--- config.mk ---
export PLATFORM = sky130hd
export DESIGN_NAME = pc_fetch_ctrl
export DESIGN_NICKNAME = d
export VERILOG_FILES = /design/src/rtl/pc_fetch_ctrl.sv
export SDC_FILE = /design/constraint.sdc
export NUM_CORES = 1
export LEC_CHECK = 0
export CAP_MARGIN = 20
export CORE_ASPECT_RATIO = 1.5
export CORE_UTILIZATION = 38
export CTS_CLUSTER_DIAMETER = 150
export DETAILED_ROUTE_END_ITERATION = 10
export PLACE_DENSITY = 0.66
export SLEW_MARGIN = 10
export SYNTH_ARGS = -nofsm -noshare
export SYNTH_HDL_FRONTEND = slang
export SYNTH_SLANG_ARGS = --single-unit
--- constraint.sdc ---
create_clock -name clk -period 4.15 [get_ports clk]
set_clock_uncertainty 0.1 [all_clocks]
set_input_delay 0.415 -clock clk [delete_from_list [all_inputs] [get_ports clk]]
set_output_delay 0.415 -clock clk [all_outputs]
set_load 0.01 [all_outputs]
--- src/rtl/pc_fetch_ctrl.sv ---
// Program-counter generator for the instruction-fetch stage.
// Picks the next fetch address with priority flush > branch > sequential,
// holds the PC while imem or the IF stage is not ready, and parks a branch
// that arrives during a hold in a pending-redirect buffer until it can be applied.
module pc_fetch_ctrl #(
    parameter int                 ADDR_W     = 32,
    parameter logic [ADDR_W-1:0]  RESET_VEC  = '0,
    parameter int                 STEP       = 4,
    parameter int                 ALIGN_BITS = 2,
    parameter int                 STALL_W    = 6
) (
    input  logic               clk,
    input  logic               rst,
    input  logic [STALL_W-1:0] stall,
    input  logic               flush,
    input  logic [ADDR_W-1:0]  flush_pc,
    input  logic               br_valid,
    input  logic [ADDR_W-1:0]  br_target,
    input  logic               fetch_ready,
    output logic [ADDR_W-1:0]  pc,
    output logic               pc_valid,
    output logic               pc_misalign,
    output logic               redirect_pending
);

    typedef enum logic [1:0] {
        BOOT = 2'd0,
        RUN  = 2'd1,
        PEND = 2'd2
    } state_t;

    localparam logic [ADDR_W-1:0] STEP_V = ADDR_W'(STEP);

    state_t            state;
    state_t            state_nx;
    logic [ADDR_W-1:0] pc_nx;
    logic [ADDR_W-1:0] pend_target;
    logic [ADDR_W-1:0] pend_target_nx;
    logic              advance;

    // Only the IF bit of the stall vector matters to this stage.
    logic unused_stall;
    assign unused_stall = ^stall;

    // OR of the low ALIGN_BITS address bits; an empty loop (ALIGN_BITS=0) yields 0.
    function automatic logic misaligned(input logic [ADDR_W-1:0] addr);
        logic m;
        m = 1'b0;
        for (int i = 0; i < ALIGN_BITS; i++) begin
            m = m | addr[i];
        end
        return m;
    endfunction

    assign advance = pc_valid & fetch_ready & ~stall[0];

    // State, PC and misalign flag; reset wins over every other input.
    always_ff @(posedge clk) begin
        if (rst) begin
            state       <= BOOT;
            pc          <= RESET_VEC;
            pc_misalign <= 1'b0;
        end else begin
            state       <= state_nx;
            pc          <= pc_nx;
            pc_misalign <= misaligned(pc_nx);
        end
    end

    // Buffered branch target; its content only matters while in PEND, so no reset.
    always_ff @(posedge clk) begin
        pend_target <= pend_target_nx;
    end

    // Next state and next PC: flush beats branch beats sequential; branches during a hold get parked.
    always_comb begin
        state_nx       = state;
        pc_nx          = pc;
        pend_target_nx = pend_target;
        unique case (state)
            BOOT: begin
                // First fetch is RESET_VEC itself; redirects are ignored until running.
                state_nx = RUN;
            end
            RUN: begin
                if (flush) begin
                    pc_nx = flush_pc;
                end else if (advance) begin
                    pc_nx = br_valid ? br_target : pc + STEP_V;
                end else if (br_valid) begin
                    pend_target_nx = br_target;
                    state_nx       = PEND;
                end
            end
            PEND: begin
                if (flush) begin
                    pc_nx    = flush_pc;
                    state_nx = RUN;
                end else if (advance) begin
                    // A branch arriving on the releasing cycle is newer than the parked one.
                    pc_nx    = br_valid ? br_target : pend_target;
                    state_nx = RUN;
                end else if (br_valid) begin
                    pend_target_nx = br_target;
                end
            end
            default: begin
                state_nx = BOOT;
            end
        endcase
    end

    // Status outputs decoded from the registered state.
    always_comb begin
        pc_valid         = (state != BOOT);
        redirect_pending = (state == PEND);
    end

endmodule

==> results of run 1 <==
Yosys cell counts, types with 8 or more instances:
master | instances | area, µm²
sky130_fd_sc_hd__dfxtp_1 | 35 | 700.7
sky130_fd_sc_hd__nor2_1 | 36 | 135.1
sky130_fd_sc_hd__nand3_1 | 16 | 80.08
sky130_fd_sc_hd__nand2_1 | 47 | 176.4
sky130_fd_sc_hd__nor3_1 | 8 | 40.04
sky130_fd_sc_hd__o21ai_0 | 62 | 310.3
sky130_fd_sc_hd__edfxtp_1 | 32 | 960.9
sky130_fd_sc_hd__mux2_2 | 24 | 270.3
sky130_fd_sc_hd__inv_1 | 25 | 93.84
sky130_fd_sc_hd__mux2i_1 | 8 | 80.08
sky130_fd_sc_hd__nand4_1 | 13 | 81.33
sky130_fd_sc_hd__a21oi_1 | 20 | 100.1
sky130_fd_sc_hd__clkbuf_1 | 29 | 108.9
stage by stage:
stage                     worst slack (ns)  instance area (µm²)  hold WS (ns)  util (%)  cells
after floorplan                     0.3916                 4422        0.3707         -    517
after global placement               1.372                 5603        0.3805     50.15    746
after detailed placement             1.361                 5603        0.3964     50.15    746
after CTS                            1.327                 5874        0.4144     52.58    762
after global routing                 1.095                 5874        0.4342     52.58    762
final                                1.311                 5874        0.4106     52.58    762
cell type report:
cell class,instances,share of cell area [%]
Clock buffer,16,4.622
Inverter,25,1.597
Tap cell,147,3.131
Sequential cell,67,28.29
Multi-Input combinational cell,390,43.15
Timing Repair Buffer,117,19.21
layout by cell type (no fill, tap or decap), types with 4 or more instances in the layout:
cell type	instances
sky130_fd_sc_hd__nand2_1	47
sky130_fd_sc_hd__a221o_1	4
sky130_fd_sc_hd__inv_1	25
sky130_fd_sc_hd__a21oi_1	20
sky130_fd_sc_hd__edfxtp_1	32
sky130_fd_sc_hd__mux2i_1	8
sky130_fd_sc_hd__a211o_1	7
sky130_fd_sc_hd__a221oi_1	5
sky130_fd_sc_hd__and4_1	6
sky130_fd_sc_hd__xor2_1	7
sky130_fd_sc_hd__o221ai_1	4
sky130_fd_sc_hd__ha_1	4
sky130_fd_sc_hd__a211oi_1	5
sky130_fd_sc_hd__xnor2_1	4
sky130_fd_sc_hd__nor2_1	36
sky130_fd_sc_hd__clkbuf_16	9
sky130_fd_sc_hd__a32oi_1	4
sky130_fd_sc_hd__and3_1	7
sky130_fd_sc_hd__o22ai_1	7
sky130_fd_sc_hd__o2bb2ai_1	5
sky130_fd_sc_hd__clkbuf_1	5
sky130_fd_sc_hd__o21ai_0	62
sky130_fd_sc_hd__clkdlybuf4s50_1	102
sky130_fd_sc_hd__o31ai_1	7
sky130_fd_sc_hd__nand4_1	13
sky130_fd_sc_hd__nor3_1	7
sky130_fd_sc_hd__a22oi_1	7
sky130_fd_sc_hd__nand2b_1	7
sky130_fd_sc_hd__nor4_1	7
sky130_fd_sc_hd__dfxtp_1	35
sky130_fd_sc_hd__a31oi_1	6
sky130_fd_sc_hd__mux2_2	24
sky130_fd_sc_hd__buf_4	13
sky130_fd_sc_hd__a21o_1	4
sky130_fd_sc_hd__nand3_1	16
power breakdown:
part           internal [W]  switching (W)
clock network      0.000439       0.000277
registers          0.000744      0.0000250
logic              0.000177       0.000228
total               0.00136       0.000530
worst paths after layout:
kind,end,start,slack [ns]
worst max-delay path,pc[30]$_SDFFE_PP0P_,state[1]$_SDFFE_PP0P_,1.31
worst min register to register,state[1]$_SDFFE_PP0P_,state[1]$_SDFFE_PP0P_,0.41
worst min-delay path,state[1]$_SDFFE_PP0P_,state[1]$_SDFFE_PP0P_,0.41
worst max register to register,pc[30]$_SDFFE_PP0P_,state[1]$_SDFFE_PP0P_,1.31
critical path, cell delays in order, from the launching register on:
cell and delay (ns):
sky130_fd_sc_hd__dfxtp_1 0.32, sky130_fd_sc_hd__inv_1 0.08, sky130_fd_sc_hd__ha_1 0.39, sky130_fd_sc_hd__buf_4 0.35, sky130_fd_sc_hd__nor4bb_1 0.49, sky130_fd_sc_hd__o21ai_1 0.40, sky130_fd_sc_hd__a311oi_1 0.36, sky130_fd_sc_hd__a41oi_1 0.08
sky130_fd_sc_hd__o21ai_0 0.19
layer usage:
metal	vias to the layer above	GRT usage, %	part of all wire (%)	routed length, µm
li1	2159	-	-	-
met1	2196	29.70	43	6138
met2	173	40.97	49	6938
met3	29	3.855	5.2	738
met4	0	10.75	2.8	403
met5	-	0	0	0
cell families after synthesis:
family	after synthesis	share of synthesized area (%)
AOI/OAI and AO/OA	176	26.51
adders and majority gates	4	1.132
buffers and inverters	60	5.207
and+or+nand+nor	167	19.47
xor gates and xnor gates	11	2.179
muxes	32	7.923
DFF	67	37.58
state kept, by name (all words and copies together), names as in the netlist:
register	cells
state	2
pend_target	32
pc	32
pc_misalign	1
==> reports/summary.txt, run 1 <==
LOGIC SYNTHESIS
---------------------------------------------------------------------------------
Total number of yosys warnings                                                  0
Most used flip-flop cell after synthesis                             sky130_fd_sc_hd__dfxtp_1
Ys async rst share                                                             0%
Sequential-to-total area share from yosys stat                             37.58%
EDFF count, synth                                                              32
Number of library cell types mapped by synthesis                               65
Synthesized netlist cell count                                                517
Post-synthesis cell area                                             0.004422 mm²
Post-synthesis register bit count                                              67
Synth Net Count                                                               596
Post-Syn Area per Cell                                                  8.553 µm²

FINISH
---------------------------------------------------------------------------------
Final antenna diode count                                                       0
Number of filler cells placed in the layout                                  1079
Fraction of final layout cells with drive strength greater than 1          9.756%
Layout Area Growth over Synthesis                                          32.85%
Register area                                                        0.001662 mm²
Nets                                                                          689
Total area of multi-input combinational cells                        0.002535 mm²

CTS
---------------------------------------------------------------------------------
Cells resized by post-CTS repair                                                0
Clock root buffer                                                    sky130_fd_sc_hd__clkbuf_16
CTS tree                                                                      yes
Maximum count of clock buffers along a single path                              2
Quantity of hold-fixing buffers added after cts                                 0
Number of clock sinks                                                          67
Register clock-pin slew on the reported worst setup and hold paths        0.05 ns
H-tree levels                                                                   3
Clock latency reported for the late side of the worst-skew pair           0.33 ns
Buffers inserted during post-CTS setup optimization                             0
Number of clock buffers inserted by TritonCTS                                   9

FLOORPLAN
---------------------------------------------------------------------------------
Placeable core region                                                 0.01117 mm²
Number of top-level pins                                                      110
Initial core utilization                                                   39.57%
Die area                                                              0.01208 mm²
Vertical die dimension                                                   134.1 µm
Die W                                                                    90.08 µm
Number of core rows                                                            47

POWER
---------------------------------------------------------------------------------
Power per cell area                                                  321.5 mW/mm²
Total power after layout                                               0.001889 W
Peak supply drop                                                        0.2078 mV
Leak pwr                                                                 2.008 nW

PLACED DESIGN
---------------------------------------------------------------------------------
Number of port buffers                                                        104
Post-detail-place hpwl                                                   10160 µm
Placer Congestion                                                          0.8573

TIMING
---------------------------------------------------------------------------------
Unrepaired setup endpoints after global routing                                no
Final Critical Period                                                    2.839 ns
Max-slew headroom at the worst pin                                         43.72%
Final worst path period share                                              68.41%
Fmax achieved                                                           352.3 MHz
Pins over their slew limit                                                      0
Total negative slack                                                         0 ns
Setup-failing EPs final                                                         0
Final hold violations                                                           0
Worst Max-Slew Pin Slew                                                 0.8373 ns

FLOW RUN
---------------------------------------------------------------------------------
Maximum Capacitance Violations                                                  0

MIN PATH
---------------------------------------------------------------------------------
Depth of the worst hold-timing path                                             2
Hold Path Class                                                           reg2reg

CRITICAL PATH
---------------------------------------------------------------------------------
Critical-path maximum fanout                                                   21
Worst setup path category                                                 reg2reg
Required time at the endpoint of the critical path                        4.31 ns
Type of element launching the critical path                                  flop
Worst R2R Path Depth                                                            8
Sort of element at the end of the critical path                              flop
Data arrival at the endpoint of the critical path                         3.00 ns

ROUTING
---------------------------------------------------------------------------------
DRC marker count from the first detailed-route iteration                      291
Count of unresolved DRC violations after routing                                0
Final Routed Wirelength                                                  14220 µm
Count of nets left with antenna violations after detail routing                 0
Drt first pass iters                                                            5
Detail-routed via count per cell                                            5.980
Avg WL per Cell                                                          18.66 µm
Via count of the routed design                                               4557

GLOBAL ROUTE
---------------------------------------------------------------------------------
Antenna violations before repair                                                0
Final global-route overflow total                                               0
Global router's overall resource usage                                     23.99%
Wire length of the first global-routing pass                             22940 µm
Pin count of the biggest net entering global routing                           44
Vias in the first global route                                               4408

STATUS
---------------------------------------------------------------------------------
Outcome                                                                 completed

Note: power is estimated with default switching activity, not from simulation.
==> inputs of run 2 (changes only) <==
==> constraint.sdc (replaced) <==
create_clock -name clk -period 2.65 [get_ports clk]
set_clock_uncertainty 0.1 [all_clocks]
set_input_delay 0.265 -clock clk [delete_from_list [all_inputs] [get_ports clk]]
set_output_delay 0.265 -clock clk [all_outputs]
set_load 0.01 [all_outputs]
==> run 2 against run 1 <==
  * Non-clock buffer count increased by 15
  * Core utilization grew 1.9 points
  * Routed wire length grew 3.6%
  * Die area unchanged
  * Sequential power up 56%
  * Worst hold slack got worse by 0.017 ns
  * Sequential share of layout area fell by 0.98 points
  * Cell area increased by 3.6%
  * Critical path depth did not move
  * Critical endpoint is now pc[14]$_SDFFE_PP0P_
  * Largest cell class unchanged
==> reports/summary.txt, run 2 (synthesis gave the netlist of run 1 again) <==
GLOBAL ROUTE
---------------------------------------------------------------------------------
Vias in the first global route                                               4584   was 4408
Final global-route overflow total                                               0   unchanged
Pin count of the biggest net entering global routing                           35   was 44
Wire length of the first global-routing pass                             23460 µm   was 22940 µm
Global router's overall resource usage                                     24.86%   was 23.99%
Antenna violations before repair                                                0   unchanged

TIMING
---------------------------------------------------------------------------------
Final hold violations                                                           0   unchanged
Total negative slack                                                         0 ns   unchanged
Worst Max-Slew Pin Slew                                                 0.5674 ns   was 0.8373 ns
Max-slew headroom at the worst pin                                         62.17%   was 43.72%
Fmax achieved                                                           409.4 MHz   was 352.3 MHz
Final worst path period share                                              92.18%   was 68.41%
Pins over their slew limit                                                      0   unchanged
Final Critical Period                                                    2.443 ns   was 2.839 ns
Post-route worst hold slack                                             0.3935 ns   was 0.4106 ns
Setup-failing EPs final                                                         0   unchanged
Unrepaired setup endpoints after global routing                                no   unchanged

POWER
---------------------------------------------------------------------------------
Fraction of power consumed by sequential logic                              37.3%   was 40.7%
Total power after layout                                               0.003231 W   was 0.001889 W
Switching Fraction                                                         26.57%   was 28.05%
Power per cell area                                                  531.0 mW/mm²   was 321.5 mW/mm²
Total net switching power                                             0.0008585 W   was 0.0005298 W
Peak supply drop                                                        0.2938 mV   was 0.2078 mV
Internal power component                                               0.002373 W   was 0.001359 W
Clock network fraction of design power                                      42.1%   was 37.9%
Combinational share of power                                                20.6%   was 21.4%
Leak pwr                                                                 2.124 nW   was 2.008 nW

FINISH
---------------------------------------------------------------------------------
Most common library cell in the layout ignoring fill and taps        sky130_fd_sc_hd__clkdlybuf4s50_1   unchanged
Final Core Density                                                         54.46%   was 52.58%
Final antenna diode count                                                       0   unchanged
Layout Area Growth over Synthesis                                          37.61%   was 32.85%
Number of filler cells placed in the layout                                  1043   was 1079
Nets                                                                          704   was 689
Most used cells in the layout excluding fill and tap cells           102 x sky130_fd_sc_hd__clkdlybuf4s50_1, 62 x sky130_fd_sc_hd__o21ai_0, 47 x sky130_fd_sc_hd__nand2_1   unchanged
Fraction of final layout cells with drive strength greater than 1          12.72%   was 9.756%
Largest registers in the final layout                                pc (32), pend_target (32), state (2)   unchanged

ROUTING
---------------------------------------------------------------------------------
Via count of the routed design                                               4628   was 4557
Count of unresolved DRC violations after routing                                0   unchanged
Detail-routed via count per cell                                            5.964   was 5.980
Avg WL per Cell                                                          18.99 µm   was 18.66 µm
Drt first pass iters                                                            5   unchanged
DRC marker count from the first detailed-route iteration                      372   was 291
Count of nets left with antenna violations after detail routing                 0   unchanged
Final Routed Wirelength                                                  14730 µm   was 14220 µm

CRITICAL PATH
---------------------------------------------------------------------------------
Cells traversed along the worst timing path                          inv_1, ha_1, nor3b_1, buf_4, nor2_1, nor2_1, o211ai_1, a221oi_1   was inv_1, ha_1, buf_4, nor4bb_1, o21ai_1, a311oi_1, a41oi_1, o21ai_0
Delay-heaviest family, CP                                            simple AND/OR/NAND/NOR gates   was compound AO/OA/AOI/OAI gates
Most frequent cell on the critical path                              sky130_fd_sc_hd__nor2_1
Data arrival at the endpoint of the critical path                         2.59 ns   was 3.00 ns
Critical-path maximum fanout                                                   11   was 21
Critical Path Slowest Stage Cell                                     sky130_fd_sc_hd__dfxtp_1   was sky130_fd_sc_hd__nor4bb_1
Required time at the endpoint of the critical path                        2.80 ns   was 4.31 ns
Type of element launching the critical path                                  flop   unchanged
Worst setup path category                                                 reg2reg   unchanged
Register-to-register path setup slack                                     0.21 ns   was 1.31 ns
Delay of the slowest cell on the worst path                               0.37 ns   was 0.49 ns
Critical path buffers and inverters                                             2   unchanged
Sort of element at the end of the critical path                              flop   unchanged

CTS
---------------------------------------------------------------------------------
Number of clock buffers inserted by TritonCTS                                   9   unchanged
CTS tree                                                                      yes   unchanged
Maximum count of clock buffers along a single path                              2   unchanged
Register clock-pin slew on the reported worst setup and hold paths        0.06 ns   was 0.05 ns
Clock root buffer                                                    sky130_fd_sc_hd__clkbuf_16   unchanged
Number of clock sinks                                                          67   unchanged
Clock latency reported for the late side of the worst-skew pair           0.34 ns   was 0.33 ns
H-tree levels                                                                   3   unchanged

FLOORPLAN
---------------------------------------------------------------------------------
Initial core utilization                                                   39.57%   unchanged
Placeable core region                                                 0.01117 mm²   unchanged
Vertical die dimension                                                   134.1 µm   unchanged
Die area                                                              0.01208 mm²   unchanged
Number of top-level pins                                                      110   unchanged
Number of core rows                                                            47   unchanged
Die W                                                                    90.08 µm   unchanged

FLOW RUN
---------------------------------------------------------------------------------
Maximum Capacitance Violations                                                  0   unchanged

PLACED DESIGN
---------------------------------------------------------------------------------
Number of port buffers                                                        104   unchanged
Placer Congestion                                                          0.8348   was 0.8573
Post-detail-place hpwl                                                   10280 µm   was 10160 µm

MIN PATH
---------------------------------------------------------------------------------
Hold Path Class                                                            in2reg   was reg2reg

STATUS
---------------------------------------------------------------------------------
Outcome                                                                 completed   unchanged

==> run 2: through the flow <==
step	cell area [µm²]	std cells	worst slack, ns
CTS	6078	776	0.1254
global placement	5747	761	0.2040
finish	6085	776	0.2071
global route	6085	776	0.06664
detailed placement	5747	761	0.1455
floorplan	4433	517	0.3519
==> run 2: final cells by class <==
class | count | area, µm² | share of cell area (%)
inverters | 25 | 93.84 | 1.542
clock buffers | 10 | 229.0 | 3.763
multi-input cells | 390 | 2547 | 41.87
clock inverters | 5 | 102.6 | 1.686
well taps | 147 | 183.9 | 3.023
repair buffers | 132 | 1266 | 20.81
flip-flops and latches | 67 | 1662 | 27.31
==> run 2: path summary, 6_finish.rpt <==
check | startpoint | end | cells after the start
setup / recovery | state[0]$_SDFFE_PP0P_ | pc[14]$_SDFFE_PP0P_ | 8
hold / removal | flush | pc[28]$_SDFFE_PP0P_ | 4
setup reg to reg | state[0]$_SDFFE_PP0P_ | pc[14]$_SDFFE_PP0P_ | 8
hold reg to reg | pc[16]$_SDFFE_PP0P_ | pc[16]$_SDFFE_PP0P_ | 1
==> run 2: layer usage <==
layer  vias to the layer above  global-route usage, %  wire length (µm)  share of wire (%)
li1                       2193                      -                 -                  -
met1                      2233                  30.35              6210                 42
met2                       178                  42.45              7456                 51
met3                        24                  4.422               780                5.3
met4                         0                  11.56               285                1.9
met5                         -                      0                 0                  0
==> run 2: worst register-to-register path, cell delays in order, from the launching register on <==
cell,delay [ns]
sky130_fd_sc_hd__dfxtp_1,0.37
sky130_fd_sc_hd__inv_1,0.08
sky130_fd_sc_hd__ha_1,0.23
sky130_fd_sc_hd__nor3b_1,0.36
sky130_fd_sc_hd__buf_4,0.28
sky130_fd_sc_hd__nor2_1,0.09
sky130_fd_sc_hd__nor2_1,0.37
sky130_fd_sc_hd__o211ai_1,0.18
sky130_fd_sc_hd__a221oi_1,0.30
==> run 2: timing repair <==
action | CTS | global route
gates resized for setup | 0 | 2
endpoints found under the hold margin | 0 | 0
hold buffers | 0 | 0
setup buffers | 0 | 0
setup endpoints to repair | 0 | 5
==> run 2: power by group through the flow <==
stage | combinational (W) | clock [W] | sequential, W
6_report | 0.000666 | 0.00136 | 0.00120
3_5_place_dp | 0.000657 | 0 | 0.00122
3_3_place_gp | 0.000643 | 0 | 0.00122
5_1_grt | 0.000721 | 0.00143 | 0.00121
4_1_cts | 0.000663 | 0.00138 | 0.00120
2_1_floorplan | 0.000349 | 0 | 0.00122
==> inputs of run 3 (changes only) <==
--- a/config.mk
+++ b/config.mk
@@ -9,6 +9,7 @@
 export CORE_ASPECT_RATIO = 1.5
 export CORE_UTILIZATION = 38
 export CTS_CLUSTER_DIAMETER = 150
+export CTS_CLUSTER_SIZE = 14
 export DETAILED_ROUTE_END_ITERATION = 10
 export PLACE_DENSITY = 0.66
 export SLEW_MARGIN = 10
==> results of run 3 <==
Same layout as run 2: the final DEF is identical, and so are final timing and power.
